### src/rtl/top_fetch.sv
// -----------------------------------------------------------------------------
// top_fetch -- instruction fetch unit with in-order memory interface,
// credit-limited instruction buffer and redirect/flush handling.
//
// Fetch requests go out on imem_req/imem_addr. Each accepted request
// (imem_req && imem_ready) records its PC in an in-flight queue. Memory
// responses come back in request order, at least one cycle after acceptance.
// Each response is paired with its queued PC and written into the instruction
// buffer. The buffer head is presented to decode on instr/instr_pc/instr_valid.
//
// Handshakes: every channel uses valid/ready. A transfer happens on a rising
// edge where both valid and ready are high. A valid/address that is raised
// stays stable until it is transferred. The only exceptions are redirect and
// rst, which may withdraw it.
//
// Ports:
//   clk, rst            clock; synchronous active-high reset
//   imem_req/imem_addr  fetch request valid / word-aligned byte address
//   imem_ready          memory accepts the request this cycle
//   imem_rvalid/rdata   in-order response valid / instruction word
//   instr/instr_pc      buffer head word and its PC (0 when buffer empty)
//   instr_valid/ready   buffer head valid / decode consumes head
//   redirect/_pc        taken branch: flush buffer, refetch at target & ~3
//   dbg_flush           debug view of the FSM: 1 while in FLUSH
// -----------------------------------------------------------------------------
module top_fetch #(
  parameter int unsigned           DATA_WIDTH = 32,
  parameter logic [DATA_WIDTH-1:0] RESET_PC   = '0,
  parameter int unsigned           DEPTH      = 2
) (
  input  logic                  clk,
  input  logic                  rst,
  output logic                  imem_req,
  output logic [DATA_WIDTH-1:0] imem_addr,
  input  logic                  imem_ready,
  input  logic                  imem_rvalid,
  input  logic [DATA_WIDTH-1:0] imem_rdata,
  output logic [DATA_WIDTH-1:0] instr,
  output logic [DATA_WIDTH-1:0] instr_pc,
  output logic                  instr_valid,
  input  logic                  instr_ready,
  input  logic                  redirect,
  input  logic [DATA_WIDTH-1:0] redirect_pc,
  output logic                  dbg_flush
);

  localparam int unsigned           PTR_W    = (DEPTH > 1) ? $clog2(DEPTH) : 1;
  localparam int unsigned           CNT_W    = $clog2(DEPTH + 1);
  localparam logic [CNT_W:0]        DEPTH_C  = (CNT_W + 1)'(DEPTH);
  localparam logic [PTR_W-1:0]      LAST_IDX = PTR_W'(DEPTH - 1);
  localparam logic [DATA_WIDTH-1:0] PC_STEP  = DATA_WIDTH'(4);

  typedef enum logic {
    ST_RUN   = 1'b0,
    ST_FLUSH = 1'b1
  } state_e;

  // Circular pointer increment; DEPTH need not be a power of two.
  function automatic logic [PTR_W-1:0] ptr_inc(input logic [PTR_W-1:0] p);
    return (p == LAST_IDX) ? '0 : p + PTR_W'(1);
  endfunction

  // ---------------------------------------------------------------------------
  // State
  // ---------------------------------------------------------------------------
  state_e                state_q, state_d;
  logic [DATA_WIDTH-1:0] fetch_pc_q, fetch_pc_d;

  // Instruction buffer (decoded-side FIFO)
  logic [DATA_WIDTH-1:0] buf_instr_q [DEPTH];
  logic [DATA_WIDTH-1:0] buf_instr_d [DEPTH];
  logic [DATA_WIDTH-1:0] buf_pc_q    [DEPTH];
  logic [DATA_WIDTH-1:0] buf_pc_d    [DEPTH];
  logic [PTR_W-1:0]      buf_head_q, buf_head_d;
  logic [PTR_W-1:0]      buf_tail_q, buf_tail_d;
  logic [CNT_W-1:0]      occ_q, occ_d;

  // In-flight PC queue: one entry per live (non-stale) outstanding request
  logic [DATA_WIDTH-1:0] ifq_pc_q [DEPTH];
  logic [DATA_WIDTH-1:0] ifq_pc_d [DEPTH];
  logic [PTR_W-1:0]      ifq_head_q, ifq_head_d;
  logic [PTR_W-1:0]      ifq_tail_q, ifq_tail_d;
  logic [CNT_W-1:0]      out_q, out_d;

  // Responses still owed by memory for requests made before a redirect
  logic [CNT_W-1:0]      stale_q, stale_d;

  // ---------------------------------------------------------------------------
  // Handshake decode
  // ---------------------------------------------------------------------------
  logic [CNT_W:0]        in_use;
  logic                  credit_ok;
  logic                  accept;
  logic                  rsp_hit;
  logic                  pop;
  logic [DATA_WIDTH-1:0] redirect_target;
  logic                  unused_low_bits;

  // Credits cover both buffered and in-flight instructions, so a response
  // always finds a free buffer slot and never needs back-pressure. Because
  // a response only moves a credit from in-flight to buffered, the sum cannot
  // rise without an accept. That keeps a raised request stable until it is taken.
  assign in_use    = {1'b0, occ_q} + {1'b0, out_q};
  assign credit_ok = (in_use < DEPTH_C);

  assign imem_req  = !rst && (state_q == ST_RUN) && credit_ok;
  assign imem_addr = fetch_pc_q;
  assign accept    = imem_req && imem_ready;

  // A response is ours only in RUN with something outstanding. Responses with
  // nothing outstanding belong to requests issued before a reset.
  assign rsp_hit   = imem_rvalid && (out_q != '0);

  assign instr_valid = (occ_q != '0);
  assign instr       = instr_valid ? buf_instr_q[buf_head_q] : '0;
  assign instr_pc    = instr_valid ? buf_pc_q[buf_head_q]    : '0;
  assign pop         = instr_valid && instr_ready;

  assign redirect_target = {redirect_pc[DATA_WIDTH-1:2], 2'b00};
  assign unused_low_bits = ^redirect_pc[1:0];

  assign dbg_flush = (state_q == ST_FLUSH);

  // ---------------------------------------------------------------------------
  // Next-state logic
  // ---------------------------------------------------------------------------
  always_comb begin
    state_d     = state_q;
    fetch_pc_d  = fetch_pc_q;
    buf_instr_d = buf_instr_q;
    buf_pc_d    = buf_pc_q;
    buf_head_d  = buf_head_q;
    buf_tail_d  = buf_tail_q;
    occ_d       = occ_q;
    ifq_pc_d    = ifq_pc_q;
    ifq_head_d  = ifq_head_q;
    ifq_tail_d  = ifq_tail_q;
    out_d       = out_q;
    stale_d     = stale_q;

    case (state_q)
      ST_RUN: begin
        if (redirect) begin
          // Everything in flight becomes stale. That includes a request
          // accepted this very cycle. It excludes a response arriving now,
          // which is simply dropped.
          stale_d    = out_q - CNT_W'(rsp_hit) + CNT_W'(accept);
          fetch_pc_d = redirect_target;
          occ_d      = '0;
          out_d      = '0;
          buf_head_d = '0;
          buf_tail_d = '0;
          ifq_head_d = '0;
          ifq_tail_d = '0;
          state_d    = (stale_d != '0) ? ST_FLUSH : ST_RUN;
        end else begin
          if (accept) begin
            ifq_pc_d[ifq_tail_q] = fetch_pc_q;
            ifq_tail_d           = ptr_inc(ifq_tail_q);
            fetch_pc_d           = fetch_pc_q + PC_STEP;
          end
          if (rsp_hit) begin
            buf_instr_d[buf_tail_q] = imem_rdata;
            buf_pc_d[buf_tail_q]    = ifq_pc_q[ifq_head_q];
            buf_tail_d              = ptr_inc(buf_tail_q);
            ifq_head_d              = ptr_inc(ifq_head_q);
          end
          if (pop) begin
            buf_head_d = ptr_inc(buf_head_q);
          end
          out_d = out_q + CNT_W'(accept) - CNT_W'(rsp_hit);
          occ_d = occ_q + CNT_W'(rsp_hit) - CNT_W'(pop);
        end
      end

      ST_FLUSH: begin
        // No requests go out here, and the buffer is already empty. Each
        // response drains one stale slot. A further redirect only moves the
        // restart address.
        if (imem_rvalid && (stale_q != '0)) begin
          stale_d = stale_q - CNT_W'(1);
        end
        if (redirect) begin
          fetch_pc_d = redirect_target;
        end
        if (stale_d == '0) begin
          state_d = ST_RUN;
        end
      end

      default: begin
        state_d = ST_RUN;
      end
    endcase
  end

  // ---------------------------------------------------------------------------
  // Registers
  // ---------------------------------------------------------------------------
  always_ff @(posedge clk) begin
    if (rst) begin
      state_q     <= ST_RUN;
      fetch_pc_q  <= RESET_PC;
      buf_instr_q <= '{default: '0};
      buf_pc_q    <= '{default: '0};
      buf_head_q  <= '0;
      buf_tail_q  <= '0;
      occ_q       <= '0;
      ifq_pc_q    <= '{default: '0};
      ifq_head_q  <= '0;
      ifq_tail_q  <= '0;
      out_q       <= '0;
      stale_q     <= '0;
    end else begin
      state_q     <= state_d;
      fetch_pc_q  <= fetch_pc_d;
      buf_instr_q <= buf_instr_d;
      buf_pc_q    <= buf_pc_d;
      buf_head_q  <= buf_head_d;
      buf_tail_q  <= buf_tail_d;
      occ_q       <= occ_d;
      ifq_pc_q    <= ifq_pc_d;
      ifq_head_q  <= ifq_head_d;
      ifq_tail_q  <= ifq_tail_d;
      out_q       <= out_d;
      stale_q     <= stale_d;
    end
  end

endmodule

### config.mk
export PLATFORM = sky130hd
export DESIGN_NAME = top_fetch
export DESIGN_NICKNAME = d
export VERILOG_FILES = /design/src/rtl/top_fetch.sv
export SDC_FILE = /design/constraint.sdc
export NUM_CORES = 1
export LEC_CHECK = 0
export ABC_AREA = 1
export ABC_CLOCK_PERIOD_IN_PS = 5200
export CORE_MARGIN = 3
export CORE_UTILIZATION = 30
export CTS_CLUSTER_DIAMETER = 120
export CTS_CLUSTER_SIZE = 20
export DETAILED_ROUTE_END_ITERATION = 16
export SETUP_SLACK_MARGIN = 0.4
export SYNTH_ARGS = -nofsm -noshare
export SYNTH_HDL_FRONTEND = slang
export SYNTH_SLANG_ARGS = --single-unit
### constraint.sdc
create_clock -name clk -period 5.2 [get_ports clk]
set_input_delay 1.04 -clock clk [delete_from_list [all_inputs] [get_ports clk]]
set_output_delay 1.04 -clock clk [all_outputs]
set_load 0.05 [all_outputs]
==> out/results.tsv <==
stage	metric	value	unit
run_status	status	completed	
worst_setup_path	crit_arrival	3.13	ns
drt	detailedRoute.firstIterationViolations	763	
timing	setup_violations	0	
placed_design	routabilityCongestion	0.8558	
synth	yosys-top-cells-count	284 x nor2_1, 259 x nand2_1, 225 x dfxtp_1, 176 x o21ai_0, 161 x a21oi_1	
drt	route.detailed.wl_per_inst	14.93	µm
timing	final_worst_path_cycle_share	80.26	%
synth	post_synth_num_cell_types	44	
clock_network	cts_made_buffers	15	
grt	via_count_of_the_first_global_routing_pass	9120	
worst_setup_path	reg2reg_capture_point	ifq_pc_q[47]	
clock_network	clkLatencyLatePin	0.48	ns
synth	yosys_warnings	0	
clock_network	cts_htree_levels	1	
synth	synth_top_cell_area_share	43.04	%
clock_network	post_cts.resized_instances	0	
timing	postLayoutSetupSlackWorst	1.026	ns
synth	async_flop_share	0	%
worst_setup_path	critical_path.top_delay_family	buffers and inverters	
worst_hold_path	hold_class	flip-flop to flip-flop	
drt	drt-pass1-iter-count	5	
placed_design	placement.setup.worst_slack	1.422	ns
grt	groute.usage.overall	16.24	%
run	drv.max_cap_violation_count	0	
power	power.density	280.2	nW/µm²
grt	grt_pass1_wl	49000	µm
floorplan	floorplan.die.height	192.8	µm
finish	syn2layout_area_growth	21.22	%
power	leakage	4.340	nW
worst_hold_path	hold_start	ifq_pc_q[52]	
worst_hold_path	min_to	ifq_pc_q[52]	
synth	post_synth_inst_count	1525	
timing	slew_viol_final	0	
clock_network	clockBufferDepth	3	
synth	synth_area_per_cell	6.863	µm²
drt	route.final.wire_length	30910	µm
timing	fin_setup_tns	0	ns
synth	synth_largest_area_cell	dfxtp_1	
timing	timing_limited_maximum_frequency	239.6	MHz
floorplan	die_w	192.8	µm
clock_network	clock_pin_slew_reported_for_the_worst_setup_and_hold_paths_after_clock_tree_synthesis	0.09	ns
finish	layout.core_utilization	37.37	%
worst_setup_path	buf_inv_stages_crit_path	4	
grt	grt_start_max_net_pins	84	
worst_setup_path	crit_path_cell_trace	nor2_2 > buf_4 > inv_1 > buf_4 > o21ai_0 > a21oi_1 > clkdlybuf4s50_1	
clock_network	clock-root-buffer	clkbuf_16	
synth	yosys.cell_count.top_type	nor2_1	
worst_setup_path	worst-path-max-fanout	34	
clock_network	sink_count	225	
finish	layout.nets	1697	
drt	drc	0	
worst_setup_path	crit_required	4.16	ns
floorplan	initial_core_util	30.83	%
timing	timing.final.crit_period	4.174	ns
worst_hold_path	whs_path_depth	2	
worst_setup_path	most_repeated_library_cell_on_the_critical_path	buf_4	
synth	dominantRegCellSynth	dfxtp_1	
timing	final.setup_skew	0.01702	ns
worst_setup_path	cpPeakStageDelay	0.86	ns
floorplan	fp-row-count	67	
worst_setup_path	timing.critical_path.to_type	output pin	
timing	finalHoldViolations	0	
grt	grt_antenna_before_repair	0	
finish	seq_area	4506	µm²
finish	final_layout_size_suffix_gt1_share	4.994	%
drt	vias_per_cell	4.768	
drt	dr_total_vias	9869	
finish	layout.cells.non_filler	2070	
drt	antenna_left	0	
worst_setup_path	startpoint_type	flip-flop	
floorplan	die_area	37160	µm²
synth	syn-cell-area	10470	µm²
floorplan	core	33950	µm²
timing	rsz0062_at_grt	no	
worst_setup_path	timing.critical_path.slowest_stage_cell	clkdlybuf4s50_1	
clock_network	cts_post_setup_buffers_inserted	0	
synth	number_of_flops_mapped_to_enable_cells_by_yosys	0	
worst_setup_path	ff2ff_path_depth	9	
finish	area_of_the_multi_input_gates	5006	µm²
floorplan	io-pin-count	169	
synth	synth_area_leaders	dfxtp_1 43%, nor2_1 10%, nand2_1 9.3%	
worst_setup_path	critPathKind	flip-flop to output pin	
synth	yosysSeqAreaShare	43.04	%
placed_design	dp_cell_count	2052	
clock_network	ctsHoldBuffers	0	
placed_design	io_buffer_count	162	
placed_design	place.detailed.hpwl	20650	µm
grt	grt_overflow	0	
finish	diodes	0	
finish	final.fill_count	3646	
timing	timing_worst_slew_pin_value	0.9793	ns
synth	postSynthRegisterBits	225	
clock_network	cts_tree	built	
power	worst_ir_drop_vdd	0.1846	mV
worst_setup_path	setup.reg_to_reg.worst_slack	2.29	ns
timing	slew_headroom	34.64	%
worst_setup_path	worstReg2RegStart	occ_q[0]	
[worst register-to-register path: cells and delay by family (launching register included)]
family	cells	cell delay (ns)
adder cells (fa/ha/maj)	1	0.40
buffers and inverters	2	0.17
AND/OR/NAND/NOR	4	1.20
AO/OA/AOI/OAI	2	0.58
flip-flops	1	0.41
[flip-flops by register name (all words and copies together) (netlist names), 2 cells and up]
| signal | count |
|---|---|
| buf_instr_q | 64 |
| buf_pc_q | 60 |
| ifq_pc_q | 60 |
| imem_addr | 30 |
| occ_q | 2 |
| out_q | 2 |
| stale_q | 2 |
[power by group]
group	internal, mW	leakage [nW]	switching [mW]	total (mW)
clock network	0.540	0.202	0.592	1.13
registers	1.79	1.82	0.0777	1.87
logic	0.196	2.31	0.360	0.555
total	2.52	4.34	1.03	3.55
[metal layers]
metal | track usage (%) | vias to the layer above | wire length [µm]
met2 | 25.43 | 223 | 13610
met4 | 2.998 | 0 | 382
met5 | 0 | - | 0
li1 | - | 5123 | -
met3 | 2.525 | 27 | 1734
met1 | 23.75 | 4496 | 15180
[cell usage in the layout, fill, tap and decap left out, types with 3 or more instances in the layout]
cell	count
clkdlybuf4s50_1	161
clkbuf_16	15
conb_1	4
nor2_1	283
nand2_1	259
inv_4	3
a21oi_2	20
buf_4	18
dfxtp_1	224
inv_1	106
nor3_1	3
o21ai_1	95
inv_2	6
ha_1	5
o21ai_0	176
nand3_1	37
a31oi_1	3
a21oi_1	161
or2_2	3
nor2_2	3
nand4_1	5
[worst max path at each step]
stage                               to     start  slack (ns)  depth (start not counted)
final                      instr_pc[6]  occ_q[1]        1.03                          7
after CTS                  instr_pc[6]  occ_q[1]        0.89                          7
after global placement     instr_pc[6]  occ_q[1]        1.43                          7
after detailed placement   instr_pc[6]  occ_q[1]        1.42                          7
after global routing       instr_pc[6]  occ_q[1]        0.72                          7
after floorplan           instr_pc[22]  occ_q[1]        1.99                          5
[cell type report]
| type | count | share of cell area [%] |
|---|---|---|
| clock buffer | 16 | 3.067 |
| clock inverter | 2 | 0.1282 |
| timing repair buffer | 180 | 13.92 |
| multi-input combinational | 1083 | 39.46 |
| tap | 448 | 4.418 |
| sequential | 225 | 35.51 |
| inverter | 116 | 3.491 |
[stage by stage]
stage          hold slack [ns]  instance area [µm²]  power (mW)
2_1_floorplan           0.4244                10480       2.255
3_3_place_gp            0.4340                12280       2.457
3_5_place_dp            0.4389                12280       2.463
4_1_cts                 0.4515                12690       3.611
5_1_grt                 0.4655                12690       3.737
6_report                0.4498                12690       3.554
[cells by family after synthesis]
kind of cell / Yosys count / synth area share, %
other: 1 / 0.03583
adder cells (fa/ha/maj): 6 / 0.7890
AND/OR/NAND/NOR: 607 / 23.54
AO/OA/AOI/OAI: 463 / 23.08
buffers and inverters: 220 / 9.265
flip-flops: 225 / 43.04
XOR/XNOR: 3 / 0.2511
Note: power is estimated with default switching activity, not from simulation.
